### src/rtl/rf_wr_arb.sv
// Register-file write / dirty-clear port arbiter between the WB stage (always granted)
// and a FIFO-buffered MUL/DIV result stream, with starvation-driven WB stall.
module rf_wr_arb #(
   parameter int TAG_WIDTH    = 4,
   parameter int DEPTH        = 2,
   parameter int STARVE_LIMIT = 4
) (
   input  logic                 clk,
   input  logic                 reset,
   input  logic                 wb_wr_en,
   input  logic                 wb_clr_en,
   input  logic [TAG_WIDTH-1:0] wb_wr_tag,
   input  logic [4:0]           wb_wr_addr,
   input  logic [31:0]          wb_wr_data,
   output logic                 stall_wb,
   input  logic                 mdu_valid,
   output logic                 mdu_ready,
   input  logic [TAG_WIDTH-1:0] mdu_tag,
   input  logic [4:0]           mdu_addr,
   input  logic [31:0]          mdu_data,
   input  logic                 mdu_flush,
   output logic                 rf_wr_en,
   output logic [TAG_WIDTH-1:0] rf_wr_tag,
   output logic [4:0]           rf_wr_addr,
   output logic [31:0]          rf_wr_data,
   output logic                 clr_dirty_en,
   output logic [4:0]           clr_dirty_addr
);

   localparam int PTR_W  = $clog2(DEPTH);
   localparam int CNT_W  = $clog2(DEPTH) + 1;
   localparam int WAIT_W = $clog2(STARVE_LIMIT + 1);
   localparam logic [CNT_W-1:0]  FULL_CNT = CNT_W'(DEPTH);
   localparam logic [WAIT_W-1:0] WAIT_MAX = WAIT_W'(STARVE_LIMIT);

   logic [TAG_WIDTH-1:0] tag_q  [DEPTH];
   logic [4:0]           addr_q [DEPTH];
   logic [31:0]          data_q [DEPTH];
   logic [DEPTH-1:0]     killed_q;

   logic [PTR_W-1:0]  wr_ptr, rd_ptr;
   logic [CNT_W-1:0]  cnt;
   logic [WAIT_W-1:0] wait_cnt;

   logic head_vld, head_killed, push, pop_live, pop_kill, pop;

   logic                 wr_vld_p0;
   logic [TAG_WIDTH-1:0] wr_tag_p0;
   logic [4:0]           wr_addr_p0;
   logic [31:0]          wr_data_p0;
   logic                 clr_vld_p0;
   logic [4:0]           clr_addr_p0;

   // p0: arbitration; killed state is read before this cycle's flush lands
   assign mdu_ready   = (cnt != FULL_CNT);
   assign stall_wb    = (wait_cnt == WAIT_MAX);
   assign head_vld    = (cnt != '0);
   assign head_killed = killed_q[rd_ptr];
   assign push        = mdu_valid & mdu_ready;
   assign pop_live    = head_vld & ~head_killed & ~wb_wr_en;
   assign pop_kill    = head_vld &  head_killed & ~wb_clr_en;
   assign pop         = pop_live | pop_kill;

   always_comb begin
      wr_vld_p0   = wb_wr_en | pop_live;
      wr_tag_p0   = '0;
      wr_addr_p0  = '0;
      wr_data_p0  = '0;
      clr_vld_p0  = wb_clr_en | pop_kill;
      clr_addr_p0 = '0;
      if (wb_wr_en) begin
         wr_tag_p0  = wb_wr_tag;
         wr_addr_p0 = wb_wr_addr;
         wr_data_p0 = wb_wr_data;
      end else if (pop_live) begin
         wr_tag_p0  = tag_q[rd_ptr];
         wr_addr_p0 = addr_q[rd_ptr];
         wr_data_p0 = data_q[rd_ptr];
      end
      if (wb_clr_en)
         clr_addr_p0 = wb_wr_addr;
      else if (pop_kill)
         clr_addr_p0 = addr_q[rd_ptr];
   end

   // FIFO storage: validity is carried by the pointers, so entries need no reset
   always_ff @(posedge clk) begin
      if (mdu_flush)
         killed_q <= '1;
      if (push) begin
         tag_q[wr_ptr]    <= mdu_tag;
         addr_q[wr_ptr]   <= mdu_addr;
         data_q[wr_ptr]   <= mdu_data;
         killed_q[wr_ptr] <= mdu_flush;
      end
   end

   always_ff @(posedge clk or posedge reset) begin
      if (reset) begin
         wr_ptr   <= '0;
         rd_ptr   <= '0;
         cnt      <= '0;
         wait_cnt <= '0;
      end else begin
         if (push)
            wr_ptr <= wr_ptr + PTR_W'(1);
         if (pop)
            rd_ptr <= rd_ptr + PTR_W'(1);
         case ({push, pop})
            2'b10:   cnt <= cnt + CNT_W'(1);
            2'b01:   cnt <= cnt - CNT_W'(1);
            default: cnt <= cnt;
         endcase
         if (!head_vld || pop)
            wait_cnt <= '0;
         else if (wait_cnt != WAIT_MAX)
            wait_cnt <= wait_cnt + WAIT_W'(1);
      end
   end

   // p1: registered port outputs, zero whenever the port had no grant
   always_ff @(posedge clk or posedge reset) begin
      if (reset) begin
         rf_wr_en       <= 1'b0;
         rf_wr_tag      <= '0;
         rf_wr_addr     <= '0;
         rf_wr_data     <= '0;
         clr_dirty_en   <= 1'b0;
         clr_dirty_addr <= '0;
      end else begin
         rf_wr_en       <= wr_vld_p0;
         rf_wr_tag      <= wr_tag_p0;
         rf_wr_addr     <= wr_addr_p0;
         rf_wr_data     <= wr_data_p0;
         clr_dirty_en   <= clr_vld_p0;
         clr_dirty_addr <= clr_addr_p0;
      end
   end

endmodule

### config.mk
export PLATFORM = sky130hd
export DESIGN_NAME = rf_wr_arb
export DESIGN_NICKNAME = d
export VERILOG_FILES = /design/src/rtl/rf_wr_arb.sv
export SDC_FILE = /design/constraint.sdc
export NUM_CORES = 1
export LEC_CHECK = 0
export CAP_MARGIN = 20
export CORE_MARGIN = 4
export CORE_UTILIZATION = 38
export DETAILED_ROUTE_END_ITERATION = 8
export GPL_ROUTABILITY_DRIVEN = 0
export PLACE_DENSITY = 0.63
export SLEW_MARGIN = 20
export SYNTH_ARGS = -nofsm -noshare
export SYNTH_HDL_FRONTEND = slang
export SYNTH_SLANG_ARGS = --single-unit
### constraint.sdc
create_clock -name clk -period 2.45 [get_ports clk]
set_input_delay 0.49 -clock clk [delete_from_list [all_inputs] [get_ports clk]]
set_output_delay 0.49 -clock clk [all_outputs]
set_load 0.05 [all_outputs]
==> flow_summary.toml, run 1 <==
[outcome]
outcome = "finished, final reports clean"

[yosys]
yosysSeqAreaShare_pct = 74.8
synth_area_sq_um = 5180
yosysMostFrequentCell = "edfxtp_1"
ys.flop_type = "edfxtp_1"
synth_nets = 417
synth_top_area_share_pct = 47.5
synth_area_per_cell_sq_um = 15.9
synth_area_leader_cell = "edfxtp_1"
syn_inst = 326
synth_cell_types = 25
synthTopCellsByCount = "edfxtp_1, dfrtp_1, nand2_1, mux2i_1, o21ai_2"
synthArstFlopShare_pct = 39.6
synth_edf_count = 82
yosys_warnings = 0
ys_ff_latch = 139
synth.area.top_cells = "edfxtp_1, dfrtp_1, mux2i_1"

[die]
coreArea_sq_um = 13300
dieHeight_um = 125
rows = 42
initial_core_util_pct = 39.0
io_pins = 138
die_w_um = 125
dieArea_sq_um = 15600

[critical_path]
critical_path_arrival_ps = 1710
required_ps = 1960
path_class = "register to output pin"
cp_slowest_cell = "dlygate4sd2_1"
cp_cell_sequence = "inv_1 -> ha_1 -> nand2_1 -> inv_1 -> dlygate4sd2_1"
start_kind = "register"
worstSetupEndpointType = "output pin"
crit_top_cell = "inv_1"
critPathMaxFanout = 3
worst-path-buf-inv = 3
cp_top_family = "buffers and inverters"
slowest_delay_ps = 520

[job]
drv_cap = 0

[finish]
area_delta_synth_final_pct = 41.3
stdcell_count = 661
fin_area_sq_um = 7330
nets = 564
utilization_pct = 55.1
drive_gt1_share_pct = 14.4
antenna_cells = 0

[clock_network]
hold_buffers = 0
clock_path_buffers = 2
cts_tree = "done"
root_buffer = "clkbuf_16"
clock_latency_ps = 410
clkTransAtPathRegs_ps = 50
cts.sinks = 139
cts_buffers = 17
cts_max_level = 4

[timing]
max_freq_mhz = 455
holdWs_ps = 489
setup_viol_count_final = 0
tns_ps = 0
finalHoldViolCount = 0
worst_slack_ps = 254
worst-slew-pin-transition_ps = 776
min_period_ps = 2200
slew_headroom_pct = 48.2
fin_crit_sh_pct = 89.6
fin_skew_ps = 4.19
finalMaxSlewViolations = 0
rsz0062_at_grt = "false"

[power_and_ir_drop]
power.total_mw = 7.93
vdd_drop_max_mv = 0.459
p_per_area_nw_per_um2 = 1080
leakagePower_nw = 2.93

[global_route]
grt_max_degree = 43
grt_pass1_wl_mm = 16.6
antenna_found_initial = 0
grtUsageTotal_pct = 14.0
overflow = 0
first_global_vias = 3209

[drt]
wire_per_inst_um = 15.9
vias = 3005
drtIter0Drc = 168
drc = 0
viasPerCell = 4.55
ant_nets = 0
dr.pass1.iters = 4
drt_wl_total_mm = 10.5

[place]
dpl-instance-area_sq_um = 6760
dp_slack_ps = 339
numPortBuffers = 137
dp_cells = 630
hpwl_mm = 7.04

[worst_hold_path]
min_path_type = "input port to async pin"
==> cell families after synthesis <==
logic type,share of synthesized area [%]
multiplexers,8.74
AND/OR/NAND/NOR,4.90
AO/OA/AOI/OAI,7.53
buffers and inverters,2.27
flip-flops,74.8
XOR/XNOR,1.01
adder cells (fa/ha/maj),0.724
==> layer usage <==
| layer | track usage, % | vias up | wire, um |
|---|---|---|---|
| met5 | 0 | - | 0 |
| met4 | 5.42 | 0 | 143 |
| met3 | 4.50 | 12 | 440 |
| met2 | 24.6 | 69 | 5740 |
| met1 | 15.8 | 1451 | 4220 |
| li1 | - | 1473 | - |
==> worst paths after layout <==
| path | start | cells past startpoint | end | slack [ps] |
|---|---|---|---|---|
| max in group asynchronous | reset | 3 | rf_wr_data[1] | 1380 |
| hold reg to reg | wr_ptr | 1 | wr_ptr | 490 |
| min in group clk | wr_ptr | 1 | wr_ptr | 490 |
| setup / recovery | wait_cnt[0] | 5 | stall_wb | 250 |
| setup reg to reg | cnt[0] | 3 | rf_wr_tag[3] | 620 |
| hold / removal | reset | 2 | rf_wr_data[19] | 490 |
==> cell usage in the layout (no fill, tap or decap), types with 3 or more instances in the layout <==
cell type        count
clkdlybuf4s50_1    134
edfxtp_1            82
dfrtp_1             54
nand2_1             48
mux2i_1             43
o21ai_2             30
clkbuf_16           17
o21ai_1             10
o21ai_0              8
clkinv_2             6
o21bai_1             4
inv_1                4
xnor2_1              4
nor3_1               3
ha_1                 3
clkbuf_1             3
bufinv_16            3
buf_12               3
buf_4                3
==> sequential cells by signal, indices dropped and copies added, names as in the netlist <==
| name | count |
|---|---|
| wait_cnt | 3 |
| rf_wr_addr | 5 |
| tag_q | 8 |
| data_q | 64 |
| cnt | 2 |
| addr_q | 10 |
| wr_ptr | 1 |
| killed_q | 2 |
| rf_wr_en | 1 |
| clr_dirty_en | 1 |
| rd_ptr | 1 |
| rf_wr_tag | 4 |
| clr_dirty_addr | 5 |
| rf_wr_data | 32 |
==> layout make-up <==
class	instances	area, sq um
Sequential cell	139	3880
Fill cell	1123	5970
Timing Repair Buffer	143	1450
Tap cell	176	220
Inverter	6	22.5
Clock inverter	11	128
Multi-Input combinational cell	166	1190
Clock buffer	20	437
==> report_power, final <==
part | switching [mW] | total [mW] | leakage (nW) | internal [mW]
combinational | 1.40 | 2.26 | 1.18 | 0.863
sequential | 0.170 | 3.22 | 1.47 | 3.05
clock | 0.870 | 2.44 | 0.282 | 1.57
total | 2.44 | 7.93 | 2.93 | 5.49
==> repair_timing <==
item                                    CTS  global route
buffers inserted                          0             0
endpoints found under the setup margin    1             1
gates resized for setup                   1             1
Note: power is estimated with default switching activity, not from simulation.
==> run 2, diff against run 1 <==
Settings changed: ABC_AREA from default to 0.
==> results of run 2 <==
Same layout as run 1: the final DEF is identical, and so are final timing and power.
==> run 3, diff against run 2 <==
Settings changed: CORE_MARGIN 4 to default.
==> run 3 against run 2 <==
Sequential share of layout area increased by 0.47 points. Clock skew about the same. Die area is 9.4% lower. Cell area fell by 0.87%. Via count up 3.2%. Critical path type unchanged.
==> flow_summary.toml, run 3 (synthesized netlist as in run 1, its figures left out) <==
[global_route]
overflow = 0
first_global_vias = 3382
antenna_found_initial = 1
grt_max_degree = 43
grtUsageTotal_pct = 16.1
grt_pass1_wl_mm = 16.7

[timing]
holdWs_ps = 418
fin_skew_ps = 4.33
setup_viol_count_final = 0
finalHoldViolCount = 0
rsz0062_at_grt = "false"
finalMaxSlewViolations = 0
worst-slew-pin-transition_ps = 768
fin_crit_sh_pct = 90.4
max_freq_mhz = 452
tns_ps = 0
worst_slack_ps = 236
min_period_ps = 2210
slew_headroom_pct = 48.8

[clock_network]
postCtsSetupBuffers = 0
clock_path_buffers = 2
cts_buffers = 17
cts.sinks = 139
root_buffer = "clkbuf_16"
cts_tree = "done"
cts_max_level = 4
clock_latency_ps = 410
clkTransAtPathRegs_ps = 50

[die]
initial_core_util_pct = 39.0
rows = 42
dieArea_sq_um = 14100
die_w_um = 119
io_pins = 138
dieHeight_um = 119
coreArea_sq_um = 13300

[drt]
ant_nets = 0
drc = 0
vias = 3102
viasPerCell = 4.68
drt_wl_total_mm = 10.5
drtIter0Drc = 174
dr.pass1.iters = 5
wire_per_inst_um = 15.8

[power_and_ir_drop]
vdd_drop_max_mv = 0.463
power.total_mw = 7.69
p_per_area_nw_per_um2 = 1060
leakagePower_nw = 2.90

[place]
dpl-instance-area_sq_um = 6760
hpwl_mm = 6.71
numPortBuffers = 137
dp_cells = 631
dp_slack_ps = 350

[critical_path]
slowest_delay_ps = 510
start_kind = "register"
crit_top_cell = "inv_1"
path_class = "register to output pin"
critical_path_arrival_ps = 1720
worstSetupEndpointType = "output pin"
cp_cell_sequence = "inv_1 -> ha_1 -> nand2_1 -> inv_1 -> dlygate4sd2_1"
r2r_slack_ps = 590
critPathMaxFanout = 3
cp_slowest_cell = "dlygate4sd2_1"
required_ps = 1960

[finish]
reg_top3 = "data_q x64, rf_wr_data x32, addr_q x10"
final_common_cell = "clkdlybuf4s50_1"
fillerInstances = 1111
drive_gt1_share_pct = 13.8
stdcell_count = 663
area_delta_synth_final_pct = 40.1
largest_reg_flops = 64
multiInputGateArea_sq_um = 1190
fin_area_sq_um = 7260
nets = 565
antenna_cells = 0
largest-register = "data_q"
seqCellArea_sq_um = 3880
mostFrequentLayoutCells = "clkdlybuf4s50_1, edfxtp_1, dfrtp_1"
utilization_pct = 54.6

[job]
drv_cap = 0

[worst_hold_path]
min_path_type = "input port to async pin"

[outcome]
outcome = "finished, final reports clean"
run 3: cell count changes in the layout (fill, tap and decap cells not counted):
cell | before | now
buf_12 | 3 | 2
buf_4 | 3 | 5
bufinv_16 | 3 | 0
clkbuf_1 | 3 | 10
clkbuf_8 | 0 | 2
clkinv_1 | 2 | 0
clkinv_2 | 6 | 3
run 3: area by class of cell:
class | count | share of cell area (%)
multi-input cells | 166 | 16.4
well taps | 176 | 3.03
clock buffers | 29 | 6.75
inverters | 6 | 0.310
clock inverters | 3 | 0.207
flip-flops and latches | 139 | 53.4
repair buffers | 144 | 19.9
run 3: critical path, delay by kind of cell, from the launching register on:
kind,cells,cell delay [ps]
and+or+nand+nor,1,110
DFF,1,400
adders and majority gates,1,150
buffers and inverters,3,650
run 3: path summary, 6_finish.rpt:
path | from | endpoint | cells after the start
min | reset | rf_wr_data[4] | 2
max reg2reg | cnt[0] | rf_wr_tag[3] | 3
max in group asynchronous | reset | clr_dirty_en | 3
min reg2reg | killed_q[1] | killed_q[1] | 2
min in group clk | killed_q[1] | killed_q[1] | 2
max | wait_cnt[0] | stall_wb | 5
run 3: repair_timing:
item / 4_1_cts / 5_1_grt
hold buffers: 0 / 0
setup endpoints to repair: 1 / 1
resized for setup: 1 / 1
gates cloned: 0 / 0
run 3: metal layers:
metal	track usage [%]	wire, um
met1	17.5	4210
met2	28.3	5620
met3	5.16	497
met4	7.91	148
met5	0	0
run 3: power breakdown:
part           internal, mW  total (mW)  switching (mW)
Clock                  1.34        2.21           0.871
Combinational         0.862        2.26            1.40
Sequential             3.05        3.22           0.172
